### config.mk
export PLATFORM = sky130hd
export DESIGN_NAME = pm_spi_loader
export DESIGN_NICKNAME = d
export VERILOG_FILES = /design/src/rtl/pm_loader_pkg.sv /design/src/rtl/pm_spi_loader_spi_byte_rx.sv /design/src/rtl/pm_spi_loader.sv
export SDC_FILE = /design/constraint.sdc
export NUM_CORES = 1
export LEC_CHECK = 0
export ABC_AREA = 1
export CORE_AREA = 2 2 123 77
export CTS_CLUSTER_SIZE = 16
export DETAILED_ROUTE_END_ITERATION = 7
export DIE_AREA = 0 0 125 79
export GPL_ROUTABILITY_DRIVEN = 0
export PLACE_DENSITY_LB_ADDON = 0.05
export SETUP_SLACK_MARGIN = 0.3
export SYNTH_ARGS = -nofsm -noshare
export SYNTH_HDL_FRONTEND = slang
export SYNTH_SLANG_ARGS = --single-unit
### constraint.sdc
create_clock -name clk -period 5 [get_ports clk]
set_input_delay 0.75 -clock clk [delete_from_list [all_inputs] [get_ports clk]]
set_output_delay 0.75 -clock clk [all_outputs]
set_load 0.02 [all_outputs]
### src/rtl/pm_loader_pkg.sv
// Shared types and constants for the SPI program-memory boot loader.
`timescale 1ns/1ps
package pm_loader_pkg;

    // Loader FSM states, in frame order
    typedef enum logic [3:0] {
        ST_IDLE,
        ST_HDR,
        ST_ADDR_L,
        ST_ADDR_H,
        ST_CNT_L,
        ST_CNT_H,
        ST_DAT_L,
        ST_DAT_H,
        ST_CHK,
        ST_DONE,
        ST_ERR
    } ldr_state_e;

    // Default frame header byte
    localparam logic [7:0] HDR_DEFAULT = 8'hA5;

    // Minimum SPI clock high/low phase, in system clocks
    localparam int SCK_MIN_HALF = 2;

    // Running XOR fold used for the image checksum
    function automatic logic [7:0] chk_fold(input logic [7:0] acc, input logic [7:0] b);
        return acc ^ b;
    endfunction

endpackage

### src/rtl/pm_spi_loader_spi_byte_rx.sv
// SPI mode-0 slave byte receiver: synchronises sck/mosi/ss_n into clk,
// detects sck rising edges and ss_n edges, and assembles MSB-first bytes.
// byte_vld pulses for one clk on the 8th rising sck edge of a byte;
// byte_dat is valid in that same cycle.
`timescale 1ns/1ps
module spi_byte_rx #(
    parameter int SYNC_FF = 2
) (
    input  logic       clk,
    input  logic       ireset,
    input  logic       spi_sck,
    input  logic       spi_mosi,
    input  logic       spi_ss_n,
    output logic       byte_vld,
    output logic [7:0] byte_dat,
    output logic       ss_fall,
    output logic       ss_rise,
    output logic       ss_n_lvl
);
    import pm_loader_pkg::*;

    logic [SYNC_FF-1:0] sck_sync_q;
    logic [SYNC_FF-1:0] mosi_sync_q;
    logic [SYNC_FF-1:0] ss_sync_q;
    logic               sck_prev_q;
    logic               ss_prev_q;
    logic [2:0]         bit_cnt_q, bit_cnt_d;
    logic [6:0]         shift_q, shift_d;

    logic sck_s, mosi_s, ss_s;
    logic sck_rise, shift_en;

    // Synchroniser chains and edge-detect history; ss_n idles high
    always_ff @(posedge clk or negedge ireset) begin
        if (!ireset) begin
            sck_sync_q  <= '0;
            mosi_sync_q <= '0;
            ss_sync_q   <= '1;
            sck_prev_q  <= 1'b0;
            ss_prev_q   <= 1'b1;
        end else begin
            sck_sync_q  <= {sck_sync_q[SYNC_FF-2:0], spi_sck};
            mosi_sync_q <= {mosi_sync_q[SYNC_FF-2:0], spi_mosi};
            ss_sync_q   <= {ss_sync_q[SYNC_FF-2:0], spi_ss_n};
            sck_prev_q  <= sck_sync_q[SYNC_FF-1];
            ss_prev_q   <= ss_sync_q[SYNC_FF-1];
        end
    end

    // Edge detection and byte assembly; mosi shares the sck latency so it
    // is sampled with the same alignment the master set it up with
    always_comb begin
        sck_s    = sck_sync_q[SYNC_FF-1];
        mosi_s   = mosi_sync_q[SYNC_FF-1];
        ss_s     = ss_sync_q[SYNC_FF-1];
        sck_rise = sck_s & ~sck_prev_q;
        ss_fall  = ~ss_s & ss_prev_q;
        ss_rise  = ss_s & ~ss_prev_q;
        ss_n_lvl = ss_s;
        shift_en = sck_rise & ~ss_s;
        byte_vld = shift_en & (bit_cnt_q == 3'd7);
        byte_dat = {shift_q, mosi_s};
        bit_cnt_d = bit_cnt_q;
        shift_d   = shift_q;
        if (ss_fall) begin
            bit_cnt_d = 3'd0;
        end else if (shift_en) begin
            bit_cnt_d = bit_cnt_q + 3'd1;
            shift_d   = {shift_q[5:0], mosi_s};
        end
    end

    // Bit counter and shift register state
    always_ff @(posedge clk or negedge ireset) begin
        if (!ireset) begin
            bit_cnt_q <= 3'd0;
            shift_q   <= 7'd0;
        end else begin
            bit_cnt_q <= bit_cnt_d;
            shift_q   <= shift_d;
        end
    end

endmodule

### src/rtl/pm_spi_loader.sv
// SPI-slave boot loader feeding the Program_Mem write port. Parses
// HDR, ADDR_L, ADDR_H, CNT_L, CNT_H, {LO,HI} x CNT [, CHK], writes each
// 16-bit word and keeps the core in reset until a frame completes.
// Build option: define PM_LOADER_CHKSUM_EN to require a trailing XOR
// checksum byte over all data bytes.
`timescale 1ns/1ps
module pm_spi_loader
    import pm_loader_pkg::*;
#(
    parameter int         PM_AW    = 14,
    parameter int         SYNC_FF  = 2,
    parameter logic [7:0] HDR_BYTE = HDR_DEFAULT
) (
    input  logic             clk,
    input  logic             ireset,
    input  logic             spi_sck,
    input  logic             spi_mosi,
    input  logic             spi_ss_n,
    output logic             pm_we,
    output logic [PM_AW-1:0] pm_addr,
    output logic [15:0]      pm_din,
    output logic             core_rst_n,
    output logic             busy,
    output logic             done,
    output logic             err
);

`ifdef PM_LOADER_CHKSUM_EN
    localparam ldr_state_e ST_END = ST_CHK;
`else
    localparam ldr_state_e ST_END = ST_DONE;
`endif

    logic       byte_vld;
    logic [7:0] byte_dat;
    logic       ss_fall;
    logic       ss_rise;
    logic       ss_n_lvl;

    ldr_state_e       state_q, state_d;
    logic [PM_AW-1:0] addr_q, addr_d;
    logic [15:0]      cnt_q, cnt_d;
    logic [7:0]       lo_q, lo_d;
    logic [15:0]      din_q, din_d;
    logic             we_q, we_d;
    logic             inc_q, inc_d;
    logic             busy_q, busy_d;
    logic             done_q, done_d;
    logic             err_q, err_d;
    logic             rstn_q, rstn_d;
`ifdef PM_LOADER_CHKSUM_EN
    logic [7:0]       chk_q, chk_d;
`endif
    logic [15:0]      cnt_new;

    spi_byte_rx #(
        .SYNC_FF (SYNC_FF)
    ) u_rx (
        .clk      (clk),
        .ireset   (ireset),
        .spi_sck  (spi_sck),
        .spi_mosi (spi_mosi),
        .spi_ss_n (spi_ss_n),
        .byte_vld (byte_vld),
        .byte_dat (byte_dat),
        .ss_fall  (ss_fall),
        .ss_rise  (ss_rise),
        .ss_n_lvl (ss_n_lvl)
    );

    // Next-state logic: frame parsing, word writes and status flags
    always_comb begin
        state_d = state_q;
        addr_d  = addr_q;
        cnt_d   = cnt_q;
        lo_d    = lo_q;
        din_d   = din_q;
        we_d    = 1'b0;
        inc_d   = 1'b0;
        busy_d  = busy_q;
        done_d  = done_q;
        err_d   = err_q;
        rstn_d  = rstn_q;
`ifdef PM_LOADER_CHKSUM_EN
        chk_d   = chk_q;
`endif
        cnt_new = {byte_dat, cnt_q[7:0]};

        // Address advances the cycle after the write pulse
        if (inc_q) begin
            addr_d = addr_q + PM_AW'(1);
        end

        unique case (state_q)
            ST_IDLE: begin
                if (ss_fall) state_d = ST_HDR;
            end
            ST_DONE: begin
                if (ss_fall) begin
                    state_d = ST_HDR;
                end else if (ss_n_lvl) begin
                    rstn_d  = 1'b1;
                    state_d = ST_IDLE;
                end
            end
            ST_ERR: begin
                if (ss_fall) begin
                    state_d = ST_HDR;
                end else if (ss_n_lvl) begin
                    state_d = ST_IDLE;
                end
            end
            default: begin
                // Deselect mid-frame aborts, and beats a same-cycle byte
                if (ss_rise) begin
                    state_d = ST_ERR;
                end else if (byte_vld) begin
                    unique case (state_q)
                        ST_HDR: begin
                            state_d = (byte_dat == HDR_BYTE) ? ST_ADDR_L : ST_ERR;
                        end
                        ST_ADDR_L: begin
                            addr_d  = PM_AW'(byte_dat);
                            state_d = ST_ADDR_H;
                        end
                        ST_ADDR_H: begin
                            addr_d  = PM_AW'({byte_dat, addr_q[7:0]});
                            state_d = ST_CNT_L;
                        end
                        ST_CNT_L: begin
                            cnt_d   = {8'h00, byte_dat};
                            state_d = ST_CNT_H;
                        end
                        ST_CNT_H: begin
                            cnt_d   = cnt_new;
                            state_d = (cnt_new == 16'd0) ? ST_END : ST_DAT_L;
                        end
                        ST_DAT_L: begin
                            lo_d    = byte_dat;
`ifdef PM_LOADER_CHKSUM_EN
                            chk_d   = chk_fold(chk_q, byte_dat);
`endif
                            state_d = ST_DAT_H;
                        end
                        ST_DAT_H: begin
                            din_d   = {byte_dat, lo_q};
                            we_d    = 1'b1;
                            inc_d   = 1'b1;
                            cnt_d   = cnt_q - 16'd1;
`ifdef PM_LOADER_CHKSUM_EN
                            chk_d   = chk_fold(chk_q, byte_dat);
`endif
                            state_d = (cnt_q == 16'd1) ? ST_END : ST_DAT_L;
                        end
`ifdef PM_LOADER_CHKSUM_EN
                        ST_CHK: begin
                            state_d = (byte_dat == chk_q) ? ST_DONE : ST_ERR;
                        end
`endif
                        default: state_d = ST_ERR;
                    endcase
                end
            end
        endcase

        // Entry actions for the states that change status flags
        if (state_d != state_q) begin
            if (state_d == ST_HDR) begin
                done_d = 1'b0;
                err_d  = 1'b0;
                busy_d = 1'b1;
                rstn_d = 1'b0;
`ifdef PM_LOADER_CHKSUM_EN
                chk_d  = 8'h00;
`endif
            end
            if (state_d == ST_ERR) begin
                err_d  = 1'b1;
                busy_d = 1'b0;
            end
            if (state_d == ST_DONE) begin
                done_d = 1'b1;
                busy_d = 1'b0;
            end
        end
    end

    // State, datapath and status registers
    always_ff @(posedge clk or negedge ireset) begin
        if (!ireset) begin
            state_q <= ST_IDLE;
            addr_q  <= '0;
            cnt_q   <= 16'd0;
            lo_q    <= 8'h00;
            din_q   <= 16'h0000;
            we_q    <= 1'b0;
            inc_q   <= 1'b0;
            busy_q  <= 1'b0;
            done_q  <= 1'b0;
            err_q   <= 1'b0;
            rstn_q  <= 1'b0;
`ifdef PM_LOADER_CHKSUM_EN
            chk_q   <= 8'h00;
`endif
        end else begin
            state_q <= state_d;
            addr_q  <= addr_d;
            cnt_q   <= cnt_d;
            lo_q    <= lo_d;
            din_q   <= din_d;
            we_q    <= we_d;
            inc_q   <= inc_d;
            busy_q  <= busy_d;
            done_q  <= done_d;
            err_q   <= err_d;
            rstn_q  <= rstn_d;
`ifdef PM_LOADER_CHKSUM_EN
            chk_q   <= chk_d;
`endif
        end
    end

    assign pm_we      = we_q;
    assign pm_addr    = addr_q;
    assign pm_din     = din_q;
    assign core_rst_n = rstn_q;
    assign busy       = busy_q;
    assign done       = done_q;
    assign err        = err_q;

endmodule

==> results.py <==
metrics = {
    "clocking": {
        "cts.hold.buffers_added": 0,
        "clk_latency_ns": 0.34,
        "clk_pin_slew_ns": 0.06,
        "max-clock-path-buffers": 2,
        "clock-sinks": 81,
        "post_cts.resized_instances": 0,
        "cts_setup_buffers": 0,
        "cts-buffers-inserted": 9,
        "cts_tree": "built",
        "cts.root.buffer_cell": "sky130_fd_sc_hd__clkbuf_16",
        "cts_htree_levels": 3,
    },
    "timing": {
        "worstMarginPinSlew_ns": 1.02,
        "period_minus_slack_ns": 2.33,
        "hold_slack_ns": 0.349,
        "fin_skew_ns": 0.00723,
        "finalSetupTns_ns": 0,
        "final.period_utilization_pct": 46.7,
        "finalSetupViolations": 0,
        "grt_setup_unrepaired": "false",
        "timing.slew.headroom_pct": 32.0,
        "finalHoldViolCount": 0,
        "fmaxAchievable_mhz": 428,
        "final-max-slew-violation-count": 0,
    },
    "critical_path": {
        "crit_path_end_kind": "flop",
        "timing_worst_setup_path_type": "reg -> reg",
        "worstPathMaxFanout": 25,
        "startpoint_type": "flop",
        "worstPathRequired_ns": 5.23,
        "r2r.worst_path.cells": 10,
        "cp.arrival_ns": 2.56,
    },
    "global_route": {
        "gr-total-overflow": 0,
        "global_route_wire_length_before_repair_mm": 17.0,
        "first_global_vias": 3323,
        "maximum_number_of_pins_on_one_net_before_global_route_repair": 82,
        "number_of_antenna_violations_at_the_first_check_in_global_routing": 0,
        "grtUsageTotal_pct": 21.9,
    },
    "routing": {
        "route.vias.total": 3565,
        "final_routed_wire_length_divided_by_cell_count_um": 15.4,
        "post-route-drc-count": 0,
        "routed_wirelength_mm": 10.2,
        "drt_pass1_iterations": 5,
        "routed_via_density": 5.38,
        "detail-route-antenna-nets": 0,
        "dr.first_iter.drc_count": 322,
    },
    "die": {
        "dieWidth_um": 125,
        "floorplan.die.height_um": 79,
        "design.portCount": 40,
        "die_area_mm2": 0.00988,
        "core.rowCount": 27,
        "design.core.area_mm2": 0.00885,
        "initial_utilization_pct": 47.1,
    },
    "synthesis": {
        "synth.yosys.warnings": 0,
        "synth-main-ff-cell": "sky130_fd_sc_hd__dfrtp_1",
        "netlist_instances": 499,
        "syn_nets": 510,
        "postSynthAreaPerCell_um2": 8.36,
        "ys_seq_area_share_pct": 48.7,
        "register_bit_count_reported_by_yosys": 81,
        "synth_cell_types": 45,
        "synth.cell_area_mm2": 0.00417,
        "number_of_enable_flip_flop_cells_after_synthesis": 0,
        "async_reset_ff_share_pct": 100,
    },
    "hold_path": {
        "timing.hold.worst.class": "reg -> reg",
        "worstHoldPathCells": 0,
    },
    "finish": {
        "num-fill-cells": 803,
        "area_growth_syn_to_layout_pct": 20.4,
        "most_used_cells_in_the_layout_excluding_fill_and_tap_cells": "sky130_fd_sc_hd__nand2_1 (124), sky130_fd_sc_hd__dfrtp_1 (78), sky130_fd_sc_hd__o21ai_0 (51)",
        "final_net_count": 553,
        "mostFrequentLayoutCell": "sky130_fd_sc_hd__nand2_1",
        "antennaDiodeCount": 0,
        "final_layout_size_suffix_gt1_share_pct": 10.8,
    },
    "placement": {
        "dp_hpwl_mm": 7.14,
        "buffer_ports.inserted": 39,
    },
    "power_and_ir_drop": {
        "clkPwrFrac_pct": 42.5,
        "total_leakage_power_nw": 2.39,
        "power.share.switching_pct": 28.9,
        "p_seq_share_pct": 39.8,
        "combPwrFrac_pct": 17.7,
        "p_sw_uw": 527,
        "cell_internal_power_mw": 1.30,
        "pwr_density_cell_mw_per_mm2": 363,
        "fin_total_pwr_mw": 1.82,
        "max-vdd-ir-drop_mv": 0.282,
    },
    "run_status": {
        "outcome": "finished, final reports clean",
    },
    "flow_run": {
        "max_capacitance_violation_count": 0,
    },
}
==> routing by layer <==
| layer | GRT usage, % | up-vias | wire [um] |
|---|---|---|---|
| met4 | 6.11 | 0 | 117 |
| met5 | 0 | - | 0 |
| li1 | - | 1755 | - |
| met3 | 5.86 | 10 | 571 |
| met1 | 32.7 | 1674 | 5310 |
| met2 | 31.4 | 126 | 4180 |
==> synth_stat cells (all sizes together), types with 2 or more instances <==
cell type,instances,area [um^2]
o22ai,11,68.8
o221ai,4,35.0
clkinv,3,11.3
dfstp,3,78.8
nor2,54,272
clkbuf,5,18.8
o211ai,2,15.0
or2,3,18.8
xor2,7,61.3
inv,51,194
nand3,26,158
a21oi,20,108
nor3,7,35.0
a32oi,3,26.3
nand2,136,561
xnor2,3,26.3
o21ai,52,264
nand4,9,68.8
a22oi,3,22.5
a32o,2,20.0
o32ai,2,17.5
ha,6,75.1
dfrtp,78,1950
buf,2,15.0
==> layout make-up <==
cell class / instances / area [um^2] / area share (%)
repair buffers: 39 / 388 / 7.72
clock inverters: 6 / 115 / 2.29
inverters: 54 / 205 / 4.08
well taps: 116 / 145 / 2.89
flip-flops and latches: 81 / 2030 / 40.4
clock buffers: 10 / 239 / 4.75
multi-input cells: 357 / 1900 / 37.9
==> critical path, cell delays in order (launching register included) <==
cell and delay (ns):
sky130_fd_sc_hd__dfrtp_1 0.50, sky130_fd_sc_hd__inv_4 0.14, sky130_fd_sc_hd__nand2_2 0.09, sky130_fd_sc_hd__nand2_2 0.08, sky130_fd_sc_hd__nand2_4 0.06, sky130_fd_sc_hd__nand2_4 0.11, sky130_fd_sc_hd__nor2_8 0.06, sky130_fd_sc_hd__nand2_1 0.53
sky130_fd_sc_hd__clkinv_1 0.44, sky130_fd_sc_hd__nand2_1 0.15, sky130_fd_sc_hd__nand2_1 0.06
==> power by group through the flow <==
stage	Sequential (mW)	Combinational [mW]	Clock (mW)
after floorplan	0.737	0.229	0
after global placement	0.736	0.320	0
after detailed placement	0.738	0.322	0
after CTS	0.726	0.324	0.792
after global routing	0.731	0.360	0.818
final	0.726	0.323	0.775
==> logic make-up after synthesis <==
family                   after synthesis  share of synthesized area (%)
AO/OA/AOI/OAI                        104                           14.8
XOR/XNOR                              10                           2.10
adder cells (fa/ha/maj)                6                           1.80
buffers and inverters                 61                           5.73
flip-flops                            81                           48.7
AND/OR/NAND/NOR                      237                           27.0
==> flip-flops by register name (all words and copies together), names as in the netlist, 2 cells and up <==
signal / count
u_rx.shift_q: 7
pm_addr: 14
lo_q: 8
cnt_q: 16
u_rx.ss_sync_q: 2
u_rx.bit_cnt_q: 3
state_q: 4
u_rx.sck_sync_q: 2
u_rx.mosi_sync_q: 2
pm_din: 16
==> worst paths after layout <==
check                                    startpoint                   to  slack [ns]
worst max-delay path                     state_q[0]            pm_din[4]        2.67
worst min-delay path            u_rx.mosi_sync_q[0]  u_rx.mosi_sync_q[1]        0.35
worst max register to register           state_q[0]            pm_din[4]        2.67
worst min register to register  u_rx.mosi_sync_q[0]  u_rx.mosi_sync_q[1]        0.35
max in group asynchronous                    ireset              lo_q[2]        3.76
min in group asynchronous                    ireset          pm_addr[12]        0.59
==> through the flow <==
stage	area, um^2	std cells	utilization, %	setup slack (ns)
finish	5030	663	56.8	2.67
floorplan	4170	499	-	3.14
detailed placement	4670	647	52.8	2.67
global route	5030	663	56.8	2.42
global placement	4670	647	52.8	2.71
CTS	5030	663	56.8	2.62
Note: power is estimated with default switching activity, not from simulation.
